$ cat src/rtl/imem_loader_if.sv
`default_nettype none
// ============================================================================
// imem_loader_if : host byte stream plus instruction-memory write port.
// Rev 1.0
// ============================================================================
interface imem_loader_if #(
    parameter int ADDR_WIDTH = 8,
    parameter int DATA_WIDTH = 32
);
    logic                  in_valid;
    logic [7:0]            in_data;
    logic                  in_ready;
    logic                  mem_we;
    logic [ADDR_WIDTH-1:0] mem_addr;
    logic [DATA_WIDTH-1:0] mem_wdata;

    // Loader side: consumes the byte stream, drives the memory write port.
    modport slave (
        input  in_valid, in_data,
        output in_ready, mem_we, mem_addr, mem_wdata
    );

    // Host / memory side.
    modport master (
        output in_valid, in_data,
        input  in_ready, mem_we, mem_addr, mem_wdata
    );
endinterface
`default_nettype wire

$ cat src/rtl/imem_loader.sv
`default_nettype none
// ============================================================================
// imem_loader : framed byte-stream boot loader for the instruction memory.
// Optional macro IMEM_LOADER_TIMEOUT_EN adds a mid-frame idle timeout. Rev 1.0
// ============================================================================
module imem_loader #(
    parameter int DATA_WIDTH     = 32,
    parameter int ADDR_WIDTH     = 8,
    parameter int TIMEOUT_CYCLES = 1000
) (
    input  wire logic           clk,
    input  wire logic           rst,
    imem_loader_if.slave        bus,
    output logic                cpu_hold,
    output logic                load_done,
    output logic                load_error,
    output logic [ADDR_WIDTH:0] words_written
);

    localparam logic [7:0]  c_sync     = 8'hA5;
    localparam logic [16:0] c_capacity = 17'd1 << ADDR_WIDTH;

    typedef enum logic [2:0] {
        S_IDLE   = 3'd0,
        S_LEN_LO = 3'd1,
        S_LEN_HI = 3'd2,
        S_DATA   = 3'd3,
        S_CSUM   = 3'd4,
        S_DONE   = 3'd5,
        S_ERR    = 3'd6
    } state_t;

    state_t              r_state;
    state_t              w_state_next;
    logic                r_rdy_en;
    logic [15:0]         r_len;
    logic [7:0]          r_csum;
    logic [1:0]          r_lane;
    logic [23:0]         r_lanes;
    logic                w_accept;
    logic                w_timeout;
    logic                w_last_word;
    logic [ADDR_WIDTH:0] w_ww_next;
    logic [16:0]         w_len_full;

    // r_rdy_en keeps in_ready low while reset is asserted and opens it afterwards.
    assign bus.in_ready = r_rdy_en & ~bus.mem_we;
    assign w_accept     = bus.in_valid & bus.in_ready;
    assign w_len_full   = {1'b0, bus.in_data, r_len[7:0]};
    assign w_ww_next    = words_written + (ADDR_WIDTH + 1)'(1);
    assign w_last_word  = (32'(w_ww_next) == 32'(r_len));

    assign cpu_hold   = (r_state != S_DONE);
    assign load_done  = (r_state == S_DONE);
    assign load_error = (r_state == S_ERR);

`ifdef IMEM_LOADER_TIMEOUT_EN
    localparam int c_cnt_w = $clog2(TIMEOUT_CYCLES + 1);

    logic [c_cnt_w-1:0] r_idle_cnt;
    logic               w_running;

    assign w_running = (r_state == S_LEN_LO) || (r_state == S_LEN_HI) ||
                       (r_state == S_DATA)   || (r_state == S_CSUM);

    always_ff @(posedge clk or negedge rst) begin
        if (!rst) begin
            r_idle_cnt <= '0;
        end else if (!w_running || w_accept) begin
            r_idle_cnt <= '0;
        end else begin
            r_idle_cnt <= r_idle_cnt + c_cnt_w'(1);
        end
    end

    assign w_timeout = w_running && !w_accept &&
                       (r_idle_cnt == c_cnt_w'(TIMEOUT_CYCLES - 1));
`else
    // TIMEOUT_CYCLES only has an effect in the timeout build.
    assign w_timeout = 1'b0 & (TIMEOUT_CYCLES != 0);
`endif

    always_ff @(posedge clk or negedge rst) begin
        if (!rst) begin
            r_state <= S_IDLE;
        end else begin
            r_state <= w_state_next;
        end
    end

    always_comb begin
        w_state_next = r_state;
        case (r_state)
            S_IDLE, S_DONE, S_ERR: begin
                if (w_accept && (bus.in_data == c_sync)) begin
                    w_state_next = S_LEN_LO;
                end
            end
            S_LEN_LO: begin
                if (w_accept) begin
                    w_state_next = S_LEN_HI;
                end
            end
            S_LEN_HI: begin
                if (w_accept) begin
                    if (w_len_full > c_capacity) begin
                        w_state_next = S_ERR;
                    end else if (w_len_full == 17'd0) begin
                        w_state_next = S_CSUM;
                    end else begin
                        w_state_next = S_DATA;
                    end
                end
            end
            S_DATA: begin
                if (bus.mem_we && w_last_word) begin
                    w_state_next = S_CSUM;
                end
            end
            S_CSUM: begin
                if (w_accept) begin
                    w_state_next = (bus.in_data == r_csum) ? S_DONE : S_ERR;
                end
            end
            default: w_state_next = S_IDLE;
        endcase
        if (w_timeout) begin
            w_state_next = S_ERR;
        end
    end

    always_ff @(posedge clk or negedge rst) begin
        if (!rst) begin
            r_rdy_en      <= 1'b0;
            r_len         <= '0;
            r_csum        <= '0;
            r_lane        <= '0;
            r_lanes       <= '0;
            words_written <= '0;
            bus.mem_we    <= 1'b0;
            bus.mem_addr  <= '0;
            bus.mem_wdata <= '0;
        end else begin
            r_rdy_en   <= 1'b1;
            bus.mem_we <= 1'b0;
            case (r_state)
                S_LEN_LO: begin
                    if (w_accept) begin
                        r_len[7:0] <= bus.in_data;
                    end
                end
                S_LEN_HI: begin
                    if (w_accept) begin
                        r_len[15:8]   <= bus.in_data;
                        r_csum        <= '0;
                        r_lane        <= '0;
                        words_written <= '0;
                    end
                end
                S_DATA: begin
                    if (w_accept) begin
                        r_csum <= r_csum + bus.in_data;
                        r_lane <= r_lane + 2'd1;
                        case (r_lane)
                            2'd0: r_lanes[7:0]   <= bus.in_data;
                            2'd1: r_lanes[15:8]  <= bus.in_data;
                            2'd2: r_lanes[23:16] <= bus.in_data;
                            default: begin
                                bus.mem_we    <= 1'b1;
                                bus.mem_addr  <= words_written[ADDR_WIDTH-1:0];
                                bus.mem_wdata <= DATA_WIDTH'({bus.in_data, r_lanes});
                            end
                        endcase
                    end
                    // The write cycle blocks in_ready, so no byte races the count update.
                    if (bus.mem_we) begin
                        words_written <= w_ww_next;
                    end
                end
                default: ;
            endcase
        end
    end

endmodule
`default_nettype wire

$ cat src/flat_wrapper.sv
// flat-port wrapper written by rule: the top's interface ports become plain ports
module imem_loader_flat 
#(
    parameter int DATA_WIDTH     = 32,
    parameter int ADDR_WIDTH     = 8,
    parameter int TIMEOUT_CYCLES = 1000
)
  (clk, rst, cpu_hold, load_done, load_error, words_written, bus_in_valid, bus_in_data, bus_in_ready, bus_mem_we, bus_mem_addr, bus_mem_wdata);
  imem_loader_if #(.ADDR_WIDTH(ADDR_WIDTH), .DATA_WIDTH(DATA_WIDTH)) bus_i ();
  input  wire logic clk;
  input  wire logic rst;
  output logic cpu_hold;
  output logic load_done;
  output logic load_error;
  output logic [ADDR_WIDTH:0] words_written;
  input wire logic [$bits(bus_i.in_valid)-1:0] bus_in_valid;
  input wire logic [$bits(bus_i.in_data)-1:0] bus_in_data;
  output wire logic [$bits(bus_i.in_ready)-1:0] bus_in_ready;
  output wire logic [$bits(bus_i.mem_we)-1:0] bus_mem_we;
  output wire logic [$bits(bus_i.mem_addr)-1:0] bus_mem_addr;
  output wire logic [$bits(bus_i.mem_wdata)-1:0] bus_mem_wdata;
  assign bus_i.in_valid = bus_in_valid;
  assign bus_i.in_data = bus_in_data;
  assign bus_in_ready = bus_i.in_ready;
  assign bus_mem_we = bus_i.mem_we;
  assign bus_mem_addr = bus_i.mem_addr;
  assign bus_mem_wdata = bus_i.mem_wdata;
  imem_loader #(.DATA_WIDTH(DATA_WIDTH), .ADDR_WIDTH(ADDR_WIDTH), .TIMEOUT_CYCLES(TIMEOUT_CYCLES)) u_core (.clk(clk), .rst(rst), .bus(bus_i), .cpu_hold(cpu_hold), .load_done(load_done), .load_error(load_error), .words_written(words_written));
endmodule
$ cat config.mk
export PLATFORM = sky130hd
export DESIGN_NAME = imem_loader_flat
export DESIGN_NICKNAME = d
export VERILOG_FILES = /design/src/rtl/imem_loader_if.sv /design/src/rtl/imem_loader.sv /design/src/flat_wrapper.sv
export SDC_FILE = /design/constraint.sdc
export NUM_CORES = 1
export LEC_CHECK = 0
export CAP_MARGIN = 20
export CORE_ASPECT_RATIO = 0.75
export CORE_MARGIN = 1.5
export CORE_UTILIZATION = 41
export CTS_BUF_LIST = sky130_fd_sc_hd__clkbuf_2
export DETAILED_ROUTE_END_ITERATION = 7
export PLACE_DENSITY_LB_ADDON = 0.08
export REMOVE_ABC_BUFFERS = 1
export SYNTH_ARGS = -nofsm -noshare
export SYNTH_HDL_FRONTEND = slang
export SYNTH_SLANG_ARGS = --single-unit
$ cat constraint.sdc
create_clock -name clk -period 2.2 [get_ports clk]
set_input_delay 0.55 -clock clk [delete_from_list [all_inputs] [get_ports clk]]
set_output_delay 0.55 -clock clk [all_outputs]
set_load 0.01 [all_outputs]
# Yosys cells after proc, flatten, opt, wreduce, memory -nomap -nowiden
# Cells that the tools add are included.
[word_totals]
register_bits = 104
in_bits = 11
elab_cells = 78
[classes]
add_sub_neg = 3
order_cmp = 1
eq_ne = 19
mux = 21
bitwise_logic = 4
reduce_logical = 17
[op_table]
columns = ["operator", "count"]
rows = [
  ["$mux W3", 7],
  ["$mux W9", 2],
  ["$pmux W9 S2", 1],
  ["$reduce_and A3 Y1", 6],
  ["$logic_not A17 Y1", 1],
  ["$eq A9 B16 Y1", 1],
  ["$gt A16 B9 Y1 const B", 1],
  ["$mux W8", 2],
  ["$pmux W8 S2", 1],
  ["$pmux W3 S5", 1],
  ["$ne A2 B1 Y1 const B", 7],
  ["$add A9 B1 Y9 const B", 1],
  ["$eq A3 B3 Y1 const B", 3],
  ["$add A8 B8 Y8", 1],
  ["$eq A8 B8 Y1", 1],
  ["$eq A8 B8 Y1 const B", 1],
  ["$eq A3 B2 Y1 const B", 2],
  ["$mux W2", 3],
  ["$reduce_or A3 Y1", 2],
  ["$reduce_and A5 Y1", 1],
  ["$pmux W2 S2", 1],
  ["$reduce_and A2 Y1", 2],
  ["$eq A3 B1 Y1 const B", 1],
  ["$logic_not A3 Y1", 1],
  ["10 further kinds", 15],
]

# Logic depth before layout (Yosys ltp)
# Gate-level depths: netlist of the first run.
[logic_depth]
ltp_word = 6
mapped_depth = 8
mapped_depth_nobuf = 8

# Least setup slack after synthesis of the first run
# OpenSTA, ideal clock, no wires.
[synth_path]
path_type = "input port to flip-flop"
from = "input bus_in_data[1]"
to = "register u_core.r_csum[7]"
t_arrival_ns = 1.996
required_time_ns = 2.096
path_slack_ns = 0.100
stages = 7
n_path_buf = 0
cell_sequence = "ha_1 -> a21o_1 -> a211oi_1 -> o21ai_0 -> and3_1 -> or2_0 -> o311ai_1"
[synth_via]
elab_chain_len = 3
[synth_rtl]
columns = ["element", "line", "rtl"]
rows = [
  ["start, declared", "flat_wrapper.sv:17", "input wire logic [$bits(bus_i.in_data)-1:0] bus_in_data;"],
  ["$add A8 B8 Y8", "imem_loader.sv:162", "r_csum <= r_csum + bus.in_data;"],
  ["$mux W8", "imem_loader.sv:161", "if (w_accept) begin"],
  ["$pmux W8 S2", "imem_loader.sv:146", "case (r_state)"],
  ["end signal, assigned", "imem_loader.sv:162", ""],
  ["end, declared", "imem_loader.sv:37", "logic [7:0] r_csum;"],
]
# Every way passes these cells. The select of a mux whose other input is x is not followed.
# A chain may end at the register's enable or synchronous reset.

# Worst setup path after layout of the first run
[layout_path]
from = "register u_core.bus.mem_wdata[19]"
to = "output bus_mem_wdata[19]"
[layout_lines]
columns = ["element", "line", "rtl"]
rows = [
  ["start, declared", "imem_loader_if.sv:20", "output in_ready, mem_we, mem_addr, mem_wdata"],
  ["start signal, assigned", "imem_loader.sv:171", "bus.mem_wdata <= DATA_WIDTH'({bus.in_data, r_lanes});"],
  ["end, declared", "flat_wrapper.sv:21", "output wire logic [$bits(bus_i.mem_wdata)-1:0] bus_mem_wdata;"],
]
# No word-level cell between the ends.

==> metrics.csv, run 1 <==
stage,metric,value,unit
run_status,status,completed,
logic_synthesis,Avg Inst Size Synth,12.29,µm²
layout,Layout area overhead,30.33,%
worst_setup_path,Max stage delay on crit path,0.54,ns
clock_network,Root Buffer,clkbuf_2,
layout,Fill cells,985,
logic_synthesis,"flops & latches, synth",104,
routing,DRC violations left,0,
logic_synthesis,cells after synthesis,390,
clock_network,htree depth,3,
timing,Fmax,475.7,MHz
worst_setup_path,"Arr. time, crit path",1.55,ns
power_and_ir_drop,total power,6.288,mW
routing,Detail Route Antenna Nets,0,
routing,vias per cell,5.256,
logic_synthesis,sequential share of the synthesized area,0.5429,
power_and_ir_drop,Max IR drop VDD,405.1,µV
logic_synthesis,ys flop type,dfrtp_1,
worst_setup_path,Top delay family on crit path,buffers and inverters,
timing,Final min period,2.102,ns
clock_network,total clock sinks,104,
run,Max Cap Violations,0,
logic_synthesis,Yosys warning total,0,
logic_synthesis,"EDFF count, synth",0,
timing,Total Neg Setup Slack,0,ns
power_and_ir_drop,power per cell area,1007,nW/µm²
layout,share of cells above drive strength 1,0.3573,
timing,RSZ-0062 raised after global routing,no,
timing,Slew Limit Fails,0,
clock_network,CTS max path bufs,2,
floorplanning,chip width,127.9,µm
logic_synthesis,post-synthesis cell area,4793,µm²
layout,multi-input combinational cell area,2137,µm²
logic_synthesis,ys async rst share,1.000,
worst_hold_path,Worst Hold Class,primary input to asynchronous set/reset pin,
floorplanning,core footprint,11150,µm²
placed_design,detailed placer's ending HPWL,7501,µm
floorplanning,# IOs,65,
worst_setup_path,CP max FO,2,
clock_network,worst skew pair latency,0.59,ns
floorplanning,Initial Util,0.4300,
worst_setup_path,critical path type,flop to primary output,
layout,"commonest non-fill, non-tap cell in the layout",dfrtp_1,
timing,# setup viols final,0,
global_routing,global route overflow,0,
timing,final period utilization,0.9554,
routing,via count,3443,
global_routing,vias in the first global route,3537,
clock_network,CTS tree,done,
timing,Final Skew,0.01967,ns
global_routing,first-pass GRT wire length,17840,µm
routing,Routed WL per cell,16.40,µm
floorplanning,row cnt,33,
layout,register area,2613,µm²
clock_network,cts bufs inserted,9,
clock_network,clk slew on worst S/H paths,0.28,ns
placed_design,gpl congestion,0.8685,
worst_setup_path,CP Buf/Inv Count,1,
worst_setup_path,CP startpoint kind,flop,
floorplanning,Die Y-Extent,96.64,µm
global_routing,total track usage,0.1871,
power_and_ir_drop,LEAKAGE,3.191,nW
worst_setup_path,CP max stage cell,clkdlybuf4s50_1,
timing,"Hold Violations, Final",0,
logic_synthesis,Synth cell types,52,
layout,number of nets in the layout,534,
layout,Ant. Diodes,0,
layout,most frequent cells in the layout,"96 x dfrtp_1, 79 x mux2_2, 57 x buf_4",
routing,Pre-antenna DRT Iters,4,
global_routing,largest net degree at the start of global routing,43,
worst_setup_path,required time of the critical path,1.65,ns
floorplanning,die area,12360,µm²
worst_setup_path,CP Capture Type,primary output,
routing,starting DRC count in detailed routing,133,
worst_setup_path,worst-path cell chain,clkdlybuf4s50_1,
placed_design,I/O Buffers,64,
global_routing,initial antenna violation count,0,
routing,final wirelength,10740,µm
==> worst paths after layout <==
path / start / to / slack (ns) / cells after the start
worst max register to register: u_core.r_csum[1] / u_core.r_csum[7] / 0.15 / 7
worst min-delay path: rst / u_core.bus.mem_wdata[19] / 0.41 / 2
worst max-delay path: u_core.bus.mem_wdata[19] / bus_mem_wdata[19] / 0.1 / 1
min in group clk: u_core.words_written[8] / u_core.words_written[8] / 0.52 / 1
worst min register to register: u_core.words_written[8] / u_core.words_written[8] / 0.52 / 1
max in group asynchronous: rst / u_core.bus.mem_wdata[13] / 1.19 / 3
==> report_power, final <==
part	internal (mW)	total, mW	switching [mW]
logic	1.32	2.57	1.25
clock network	0.388	1.03	0.642
registers	2.35	2.69	0.335
==> synth_stat cells, drive strengths merged, types with 6 or more instances <==
cell type  number  share of area
nor2b           6         0.0078
dfrtp         104           0.54
a21oi          12          0.013
o21ai          25          0.026
xor2            9          0.016
mux2           79           0.19
inv             9         0.0070
nand3           8         0.0084
xnor2           9          0.016
ha             12          0.031
buf             8          0.010
clkbuf          7         0.0057
nand2          26          0.020
nor3            7         0.0073
nor2           18          0.015
==> worst register-to-register path: stages, from the launching register on <==
cell	delay, ns
dfrtp_1	0.46
ha_1	0.30
a21o_1	0.20
a211oi_2	0.25
o21ai_0	0.14
and3_1	0.19
or2_0	0.21
o311ai_1	0.22
==> per-layer routing <==
metal	wire (µm)	global-route usage
met5	0	0
met4	143	0.05272
met3	352	0.04314
met2	4928	0.2907
met1	5319	0.2628
==> kinds of logic (layout without fill, tap and decap cells) <==
kind of cell | after synthesis | after routing | share of synthesized area
multiplexers | 79 | 79 | 0.1856
adder cells (fa/ha/maj) | 13 | 13 | 0.03550
XOR/XNOR | 18 | 18 | 0.03289
flip-flops | 104 | 104 | 0.5429
other | 1 | 1 | 0.0007823
AND/OR/NAND/NOR | 90 | 90 | 0.09867
AO/OA/AOI/OAI | 61 | 61 | 0.08066
buffers and inverters | 24 | 149 | 0.02297
==> registers in the layout, summed over array words and instances (netlist names) <==
name,flops
u_core.bus.mem_addr,8
u_core.bus.mem_wdata,32
u_core.bus.mem_we,1
u_core.r_csum,8
u_core.r_lane,2
u_core.r_lanes,24
u_core.r_len,16
u_core.r_rdy_en,1
u_core.r_state,3
u_core.words_written,9
==> through the flow <==
| stage | instance area [µm²] | utilization | hold slack [ns] | instances | setup WS (ns) |
|---|---|---|---|---|---|
| finish | 6247 | 0.5604 | 0.4100 | 655 | 0.09803 |
| CTS | 6136 | 0.5504 | 0.3414 | 650 | 0.001656 |
| detailed placement | 5886 | 0.5279 | 0.4690 | 621 | -0.5660 |
| global placement | 5886 | 0.5279 | 0.4645 | 621 | -0.5013 |
| floorplan | 4717 | - | 0.2544 | 375 | -0.3277 |
| global route | 6247 | 0.5604 | 0.3569 | 655 | 0.0006763 |
==> layout make-up <==
| cell class | instances | area share |
|---|---|---|
| clock buffers | 10 | 0.008011 |
| clock inverters | 6 | 0.01442 |
| inverters | 9 | 0.005408 |
| multi-input cells | 262 | 0.3421 |
| flip-flops and latches | 104 | 0.4182 |
| well taps | 140 | 0.02804 |
| repair buffers | 124 | 0.1839 |
==> what timing repair did <==
item,CTS,global route
hold endpoints to repair,32,0
buffers inserted,12,6
resized for setup,21,27
setup endpoints to repair,14,26
gates cloned,0,0
hold buffers,1,0
pin swaps,0,5
No activity file was read; power rests on OpenSTA's default activity.
==> inputs of run 2 (changes only) <==
==> constraint.sdc (replaced) <==
create_clock -name clk -period 2.7 [get_ports clk]
set_input_delay 0.675 -clock clk [delete_from_list [all_inputs] [get_ports clk]]
set_output_delay 0.675 -clock clk [all_outputs]
set_load 0.01 [all_outputs]
==> metrics.csv, run 2 (synthesis results as in run 1) <==
stage,metric,value,unit,change
timing,hold_ws,0.4997,ns,+0.08975 ns
run_status,status,completed,,
placed_design,gpl congestion,0.9011,,+3.8%
power_and_ir_drop,power per cell area,798.7,nW/µm²,-21%
floorplanning,row cnt,33,,unchanged
layout,"Core Util, Final",0.5267,,-0.03367
routing,via count,3328,,-3.3%
layout,register with the most flip-flops,u_core.bus.mem_wdata,,
worst_hold_path,Worst Hold Class,flop to flop,,
clock_network,Root Buffer,clkbuf_2,,
power_and_ir_drop,Combinational Power Share,0.374,,-0.035
routing,starting DRC count in detailed routing,174,,+31%
clock_network,total clock sinks,104,,unchanged
worst_setup_path,CP max FO,4,,+2
routing,DRC violations left,0,,unchanged
placed_design,area post-placement,5738,µm²,-2.5%
placed_design,I/O Buffers,64,,unchanged
layout,Largest regs,"u_core.bus.mem_wdata (32), u_core.r_lanes (24), u_core.r_len (16)",,
timing,Worst Tran Pin Value,0.7988,ns,
global_routing,initial antenna violation count,0,,unchanged
global_routing,largest net degree at the start of global routing,44,,+2.3%
global_routing,first-pass GRT wire length,17240,µm,-3.3%
placed_design,detailed placer's ending HPWL,7431,µm,-0.92%
layout,max reg flops,32,,unchanged
power_and_ir_drop,Switching Share,0.3681,,+0.01457
routing,Pre-antenna DRT Iters,5,,+1
timing,Slew Limit Headroom,0.4626,,
power_and_ir_drop,power share of the sequential group,0.485,,+0.057
routing,Routed WL per cell,16.75,µm,+2.1%
clock_network,cts bufs inserted,9,,unchanged
timing,Total Neg Setup Slack,0,ns,unchanged
power_and_ir_drop,total power,4.690,mW,-25%
clock_network,CTS max path bufs,2,,unchanged
worst_setup_path,critical path type,flop to primary output,,
layout,fin area,5872,µm²,-6.0%
worst_setup_path,CP Capture Type,primary output,,
timing,# setup viols final,0,,unchanged
power_and_ir_drop,LEAKAGE,2.771,nW,-13%
routing,Detail Route Antenna Nets,0,,unchanged
timing,"Hold Violations, Final",0,,unchanged
timing,RSZ-0062 raised after global routing,no,,
power_and_ir_drop,Clk network pwr share,0.141,,-0.023
layout,Fill cells,991,,+0.61%
worst_setup_path,"Arr. time, crit path",1.88,ns,+0.33 ns
global_routing,global route overflow,0,,unchanged
timing,Final Skew,0.03269,ns,+0.01302 ns
power_and_ir_drop,Max IR drop VDD,363.6,µV,-10%
clock_network,clk slew on worst S/H paths,0.29,ns,about the same
layout,register area,2605,µm²,-0.29%
floorplanning,die area,12360,µm²,unchanged
layout,share of cells above drive strength 1,0.2795,,-0.07778
timing,Final min period,2.559,ns,
floorplanning,# IOs,65,,unchanged
timing,final period utilization,0.9476,,
worst_setup_path,CP startpoint kind,flop,,
timing,Fmax,390.8,MHz,
layout,multi-input combinational cell area,2086,µm²,-2.4%
timing,Slew Limit Fails,0,,unchanged
layout,number of nets in the layout,502,,-6.0%
clock_network,CTS tree,done,,
run,Max Cap Violations,0,,unchanged
clock_network,worst skew pair latency,0.60,ns,about the same
routing,final wirelength,10440,µm,-2.8%
layout,Ant. Diodes,0,,unchanged
layout,most frequent cells in the layout,"102 x dfrtp_1, 79 x mux2_2, 62 x clkdlybuf4s50_1",,
power_and_ir_drop,Switch Pwr,1.726,mW,-22%
global_routing,vias in the first global route,3336,,-5.7%
floorplanning,core footprint,11150,µm²,unchanged
clock_network,htree depth,3,,unchanged
floorplanning,Die Y-Extent,96.64,µm,unchanged
layout,"commonest non-fill, non-tap cell in the layout",dfrtp_1,,
global_routing,total track usage,0.1795,,-0.007627
power_and_ir_drop,Int Power,2.964,mW,-27%
layout,Layout area overhead,22.50,%,
worst_setup_path,required time of the critical path,2.03,ns,+0.38 ns
routing,vias per cell,5.342,,+1.6%
floorplanning,chip width,127.9,µm,unchanged
floorplanning,Initial Util,0.4300,,unchanged
-- run 2: worst paths after layout --
check                      slack [ns]  cells past startpoint                 endpoint               startpoint
setup / recovery                 0.14                      4                load_done        u_core.r_state[1]
hold / removal                   0.50                      1  u_core.bus.mem_wdata[1]        u_core.r_lanes[1]
setup reg to reg                 0.35                      7        u_core.r_state[2]  u_core.words_written[1]
hold reg to reg                  0.50                      1  u_core.bus.mem_wdata[1]        u_core.r_lanes[1]
max in group asynchronous        1.45                      3   u_core.bus.mem_addr[1]                      rst
min in group asynchronous        0.56                      2       u_core.r_lanes[19]                      rst
-- run 2: repair_timing --
item,4_1_cts,5_1_grt
endpoints found under the hold margin,21,0
resized for setup,1,3
endpoints found under the setup margin,2,2
hold buffers,1,0
setup buffers,3,0
-- run 2: area by class of cell --
cell class              instances  area share
inverters                       9    0.005753
repair buffers                 92      0.1496
clock inverters                 6    0.007458
clock buffers                  10    0.008523
flip-flops and latches        104      0.4436
well taps                     140     0.02983
multi-input cells             262      0.3552
-- run 2: routing by layer --
metal | vias to the layer above | track usage | routed length [µm]
met5 | - | 0 | 0
met4 | 0 | 0.03889 | 59
met3 | 4 | 0.04978 | 550
met2 | 66 | 0.2717 | 4710
met1 | 1683 | 0.2578 | 5117
li1 | 1575 | - | -
-- run 2: worst max-delay path: stages (launching register included) --
cell	delay, ns
dfrtp_2	0.50
nor2_2	0.13
nand2_1	0.08
inv_1	0.06
clkdlybuf4s50_1	0.53
-- run 2: metrics by stage --
stage               std cells  worst slack (ns)
floorplan                 375            0.1723
global placement          603           -0.1026
detailed placement        603           -0.1092
CTS                       623           0.02042
global route              623         0.0007916
finish                    623            0.1415
-- run 2: power by group through the flow --
| stage | logic [mW] | registers, mW | clock network [mW] |
|---|---|---|---|
| after floorplan | 1.12 | 2.26 | 0 |
| after global placement | 1.66 | 2.31 | 0 |
| after detailed placement | 1.70 | 2.32 | 0 |
| after CTS | 1.76 | 2.27 | 0.694 |
| after global routing | 1.95 | 2.34 | 0.755 |
| final | 1.76 | 2.27 | 0.660 |
==> inputs of run 3 (changes only) <==
--- a/config.mk
+++ b/config.mk
@@ -5,14 +5,14 @@
 export SDC_FILE = /design/constraint.sdc
 export NUM_CORES = 1
 export LEC_CHECK = 0
-export CAP_MARGIN = 20
+export CAP_MARGIN = 15
 export CORE_ASPECT_RATIO = 0.75
 export CORE_MARGIN = 1.5
 export CORE_UTILIZATION = 41
 export CTS_BUF_LIST = sky130_fd_sc_hd__clkbuf_2
 export DETAILED_ROUTE_END_ITERATION = 7
 export PLACE_DENSITY_LB_ADDON = 0.08
-export REMOVE_ABC_BUFFERS = 1
 export SYNTH_ARGS = -nofsm -noshare
 export SYNTH_HDL_FRONTEND = slang
 export SYNTH_SLANG_ARGS = --single-unit
+export TNS_END_PERCENT = 1
==> metrics.csv, run 3 (synthesis results as in run 1) <==
stage,metric,value,unit,change
run_status,status,completed,,
power_and_ir_drop,LEAKAGE,2.773,nW,about the same
routing,DRC violations left,0,,unchanged
floorplanning,die area,12360,µm²,unchanged
placed_design,detailed placer's ending HPWL,7497,µm,+0.88%
clock_network,cts bufs inserted,9,,unchanged
clock_network,CTS tree,done,,
layout,most frequent cells in the layout,"102 x dfrtp_1, 79 x mux2_2, 62 x clkdlybuf4s50_1",,
placed_design,gpl congestion,0.8767,,-2.7%
routing,vias per cell,5.298,,-0.82%
clock_network,worst skew pair latency,0.58,ns,-0.02 ns
timing,Final min period,2.540,ns,-0.01868 ns
clock_network,htree depth,3,,unchanged
routing,Pre-antenna DRT Iters,4,,-1
layout,"Core Util, Final",0.5296,,+0.002918
worst_setup_path,critical path type,flop to primary output,,
timing,"Hold Violations, Final",0,,unchanged
power_and_ir_drop,total power,4.811,mW,+2.6%
layout,Largest regs,"u_core.bus.mem_wdata (32), u_core.r_lanes (24), u_core.r_len (16)",,
layout,max reg flops,32,,unchanged
logic_synthesis,post-synthesis net count,414,,
worst_setup_path,Worst Reg2Reg Path Length in Cells,7,,unchanged
timing,Total Neg Setup Slack,0,ns,unchanged
timing,Fmax,393.7,MHz,+0.74%
global_routing,initial antenna violation count,0,,unchanged
worst_setup_path,CP startpoint kind,flop,,
worst_setup_path,reg2reg setup slack,0.43,ns,+0.08 ns
layout,Layout area overhead,23.18,%,
clock_network,CTS max path bufs,2,,unchanged
clock_network,total clock sinks,104,,unchanged
global_routing,largest net degree at the start of global routing,46,,+4.5%
global_routing,vias in the first global route,3285,,-1.5%
worst_setup_path,FF-to-FF Start,u_core.words_written[1],,
routing,starting DRC count in detailed routing,135,,-22%
floorplanning,core footprint,11150,µm²,unchanged
timing,Final Skew,0.03873,ns,+0.006040 ns
routing,final wirelength,10490,µm,+0.53%
global_routing,first-pass GRT wire length,17600,µm,+2.1%
timing,Worst Tran Pin Value,0.6407,ns,-0.1581 ns
clock_network,Root Buffer,clkbuf_2,,
worst_setup_path,"Arr. time, crit path",1.86,ns,-0.02 ns
worst_hold_path,Worst Hold Class,primary input to asynchronous set/reset pin,,
clock_network,clk slew on worst S/H paths,0.30,ns,about the same
layout,Ant. Diodes,0,,unchanged
worst_setup_path,CP Capture Type,primary output,,
timing,Slew Limit Headroom,0.5689,,+0.1064
floorplanning,row cnt,33,,unchanged
floorplanning,chip width,127.9,µm,unchanged
layout,share of cells above drive strength 1,0.2831,,+0.003555
worst_setup_path,CP max FO,6,,+2
layout,number of nets in the layout,503,,+0.20%
routing,via count,3306,,-0.66%
worst_setup_path,capture point of the worst reg-to-reg path,u_core.r_state[2],,
timing,Slew Limit Fails,0,,unchanged
placed_design,I/O Buffers,64,,unchanged
floorplanning,Die Y-Extent,96.64,µm,unchanged
layout,"commonest non-fill, non-tap cell in the layout",dfrtp_1,,
run,Max Cap Violations,0,,unchanged
floorplanning,Initial Util,0.4300,,unchanged
power_and_ir_drop,power per cell area,814.8,nW/µm²,+2.0%
worst_setup_path,required time of the critical path,2.03,ns,about the same
global_routing,total track usage,0.1830,,+0.003500
timing,# setup viols final,0,,unchanged
placed_design,area post-placement,5746,µm²,+0.13%
floorplanning,# IOs,65,,unchanged
routing,Routed WL per cell,16.81,µm,+0.37%
timing,RSZ-0062 raised after global routing,no,,
layout,Fill cells,974,,-1.7%
layout,fin area,5904,µm²,+0.55%
layout,register with the most flip-flops,u_core.bus.mem_wdata,,
power_and_ir_drop,Max IR drop VDD,349.3,µV,-3.9%
global_routing,global route overflow,0,,unchanged
timing,final period utilization,0.9407,,-0.006919
routing,Detail Route Antenna Nets,0,,unchanged
## run 3: cell count changes in the layout (fill, tap and decap cells not counted)
cell,before,now
clkinv_1,2,1
dlygate4sd2_1,0,1
clkinvlp_4,1,2
clkbuf_2,10,9
bufinv_16,0,1
dlymetal6s2s_1,1,0
buf_4,26,27
## run 3: worst max path at each step
stage	slack, ns	endpoint	start	cells after the start
3_3_place_gp	-0.07	u_core.r_csum[7]	bus_in_data[1]	8
6_report	0.16	load_done	u_core.r_state[1]	4
5_1_grt	0.01	load_done	u_core.r_state[1]	4
2_1_floorplan	0.47	u_core.r_csum[7]	bus_in_data[1]	7
4_1_cts	0.02	load_done	u_core.r_state[1]	4
3_5_place_dp	-0.16	u_core.r_csum[7]	bus_in_data[1]	8
## run 3: stage by stage
stage / setup WS, ns / hold slack, ns / cells
6_report: 0.1601 / 0.5125 / 624
5_1_grt: 0.01028 / 0.4572 / 624
4_1_cts: 0.01867 / 0.4711 / 622
3_5_place_dp: -0.1592 / 0.4698 / 604
3_3_place_gp: -0.07469 / 0.4641 / 604
2_1_floorplan: 0.4748 / 0.3794 / 390
## run 3: repair_timing
action                                  CTS  global route
buffers inserted                          1             2
endpoints found under the setup margin    2             1
endpoints found under the hold margin    31             0
gates resized for setup                   2             2
pin swaps                                 0             0
hold buffers                              1             0
## run 3: layout make-up
| cell class | instances | area, µm² | area share |
|---|---|---|---|
| inverter | 9 | 33.78 | 0.005722 |
| clock buffer | 9 | 45.04 | 0.007629 |
| sequential | 104 | 2605 | 0.4412 |
| multi-input combinational | 262 | 2086 | 0.3533 |
| tap | 140 | 175.2 | 0.02967 |
| clock inverter | 7 | 77.57 | 0.01314 |
| timing repair buffer | 93 | 882.1 | 0.1494 |
## run 3: critical path, cell delays in order, from the launching register on
cell             delay (ns)
dfrtp_2                0.51
nor2_2                 0.13
nand2_1                0.08
inv_1                  0.06
clkdlybuf4s50_1        0.52
## run 3: layer usage
metal	up-vias	track usage	share of wire
li1	1589	-	-
met5	-	0	0
met3	4	0.04093	0.038
met4	0	0.04235	0.0048
met2	65	0.2713	0.45
met1	1648	0.2731	0.51
## run 3: report_power, final
group	switching [mW]	total (mW)	internal [mW]
logic	0.829	1.77	0.937
clock network	0.535	0.757	0.222
registers	0.378	2.29	1.91
==> patch 1, RTL diff (config.mk and constraints of run 1) <==
Register the output `load_error`; this adds one clock of latency there. The other outputs are not delayed to match.
--- a/src/rtl/imem_loader.sv
+++ b/src/rtl/imem_loader.sv
@@ -54,3 +54,5 @@
     assign load_done  = (r_state == S_DONE);
-    assign load_error = (r_state == S_ERR);
+    always_ff @(posedge clk) begin
+        load_error <= (r_state == S_ERR);
+    end
 
Check against the original RTL: not equivalent (a bounded check fails within 10 cycles, from zero or initial values and one cycle with rst low).
==> patch 1 against run 1 <==
Wire length up 8.0%; total power rose by 23%; register-to-register slack got worse by 0.03 ns; area after synthesis is 0.91% higher; cell area increased by 3.3%; setup slack got worse by 0.016 ns; sequential share of layout area down 1.1 points; sequential cell count is 1 higher; critical path type is now input port to flip-flop; critical endpoint is now u_core.r_state[0]; largest cell class unchanged; largest power group is now combinational cells.
==> patch 1: results <==
group,metric,value,unit
global_route,grt_pass1_wl,19400,µm
synth,syn_avg_cell_area,12.4,µm²
worst_setup_path,worstPathArrival,2.67,ns
pwr,ir_drop,0.000460,V
worst_setup_path,ff2ff_setup_slack,0.12,ns
worst_setup_path,r2r_cells,9,
worst_setup_path,critical_path.max_fanout,4,
synth,synth.area.mux_share,18.6,%
placement,place_area,6100,µm²
outcome,outcome,"completed",
clock_network,post-cts-setup-buffer-count,13,
worst_setup_path,r2r-start,"u_core.words_written[0]",
route,drtIter0Drc,168,
global_route,grt.total_usage,20.4,%
synth,yosys.area_share.adder,3.52,%
synth,synth_cell_types,58,
synth,yosysSeqAreaShare,54.2,%
sta,clock_skew,0.0299,ns
synth,async_reset_ff_share,99.0,%
global_route,grt_start_max_net_pins,38,
synth,synthTopCellsByCount,"dfrtp_1 (104), mux2_1 (66), nand2_1 (23)",
worst_setup_path,cp-startpoint,"bus_in_data[6]",
global_route,grt_pass1_vias,3581,
cells_and_area,drive_gt1_share,22.7,%
cells_and_area,fin_cells,691,
## patch 1: changes by cell type after synthesis, sizes merged, moves of 3 or more
cell   before  now
xor2        9    3
or4         1    4
xnor2       9   13
a31oi       1    4
a21oi      12    6
o21ai      25   19
o22ai       1    4
a22o        3    7
nor2       18   15
nor2b       6   10
## patch 1: critical path: cells and delay by family
kind / cells / cell delay (ns)
AOI/OAI and AO/OA: 3 / 0.51
buffers and inverters: 1 / 0.43
and+or+nand+nor: 3 / 1.17
## patch 1: area by class of cell
| type | count | area share (%) |
|---|---|---|
| inverters | 10 | 0.581 |
| clock buffers | 10 | 0.775 |
| well taps | 162 | 3.14 |
| multi-input cells | 262 | 33.3 |
| clock inverters | 6 | 2.15 |
| flip-flops and latches | 105 | 40.7 |
| repair buffers | 135 | 19.3 |
| diodes | 1 | 0.0388 |
## patch 1: per-layer routing
layer,GRT usage (%),part of all wire [%]
met2,29.7,43
met3,3.96,4.1
met4,5.10,1.2
met1,31.1,51
met5,0,0
==> patch 2, RTL diff (settings of run 1) <==
Without the edit above. Build with the macro `IMEM_LOADER_TIMEOUT_EN` defined.
--- a/src/rtl/imem_loader.sv
+++ b/src/rtl/imem_loader.sv
@@ -5,2 +5,4 @@
 // ============================================================================
+`define IMEM_LOADER_TIMEOUT_EN
+
 module imem_loader #(
Formal check against the unedited RTL: same outputs for any inputs over 10 cycles, from zero or initial values and one cycle with rst low; that may be too few to reach the edited logic, so the function may still have changed.
==> patch 2 against run 1 <==
Sequential cell count grew 10; sequential power rose by 18%; cell area grew 11%; critical path type unchanged; highest routed layer unchanged; fmax fell by 0.22%; hold slack worse by 0.041 ns; synthesized cell count up 7.9%; combinational power increased by 22%; setup slack worse by 0.0047 ns; area after synthesis increased by 10%; total power rose by 23%; wire length up 11%; via count up 9.4%.
==> patch 2: results <==
group,metric,value,unit
cells_and_area,layout.core_utilization,55.9,%
pwr,p_leak,3.79,nW
pwr,switching_share,34.0,%
cells_and_area,regArea,2860,µm²
placement,post-place-cells,684,
sta,fin_hold_ws,0.369,ns
synth,yosysSeqAreaShare,54.0,%
cells_and_area,nFillCells,1088,
route,finalWirelength,11900,µm
clock_network,cts_inserted_buffers,17,
global_route,use_met1,27.3,%
synth,synth_xor_area_share,3.82,%
clock_network,cts_max_level,4,
cells_and_area,clk_share,3.35,%
clock_network,post-cts-setup-buffer-count,9,
outcome,outcome,"completed",
route,routedWlPerCell,16.3,µm
sta,clock_skew,0.0280,ns
route,met3WireLength,476,µm
placement,place_area,6420,µm²
route,via_per_inst,5.14,
clock_network,clkLatencyLatePin,0.63,ns
synth,ys_seq_elements,114,
cells_and_area,drive_gt1_share,36.9,%
route,wl_met2,5260,µm
global_route,grt_start_max_net_pins,38,
cells_and_area,clkbuf_count,18,
patch 2: changes by cell type in the layout (fill, tap and decap cells not counted), sizes merged, moves of 4 or more:
cell / before / now
xnor2: 9 / 15
nand3: 8 / 15
buf: 61 / 68
a22o: 3 / 7
o21ai: 25 / 19
dfrtp: 104 / 114
nor2b: 6 / 2
and3: 4 / 8
clkinv: 2 / 6
clkdlybuf4s50: 41 / 22
clkbuf: 11 / 20
dlymetal6s2s: 14 / 31
nor2: 18 / 23
patch 2: worst max path at each step:
stage,start,to,slack [ns],cells after the start
final,u_core.bus.mem_wdata[5],bus_mem_wdata[5],0.09,1
after global routing,u_core.bus.mem_wdata[29],bus_mem_wdata[29],-0.004,1
after CTS,u_core.r_state[0],load_error,-0.0001,3
after detailed placement,bus_in_data[0],u_core.r_csum[6],-0.48,8
after global placement,bus_in_data[0],u_core.r_csum[6],-0.46,8
after floorplan,u_core.bus.mem_we,u_core.bus.mem_addr[0],-0.51,5
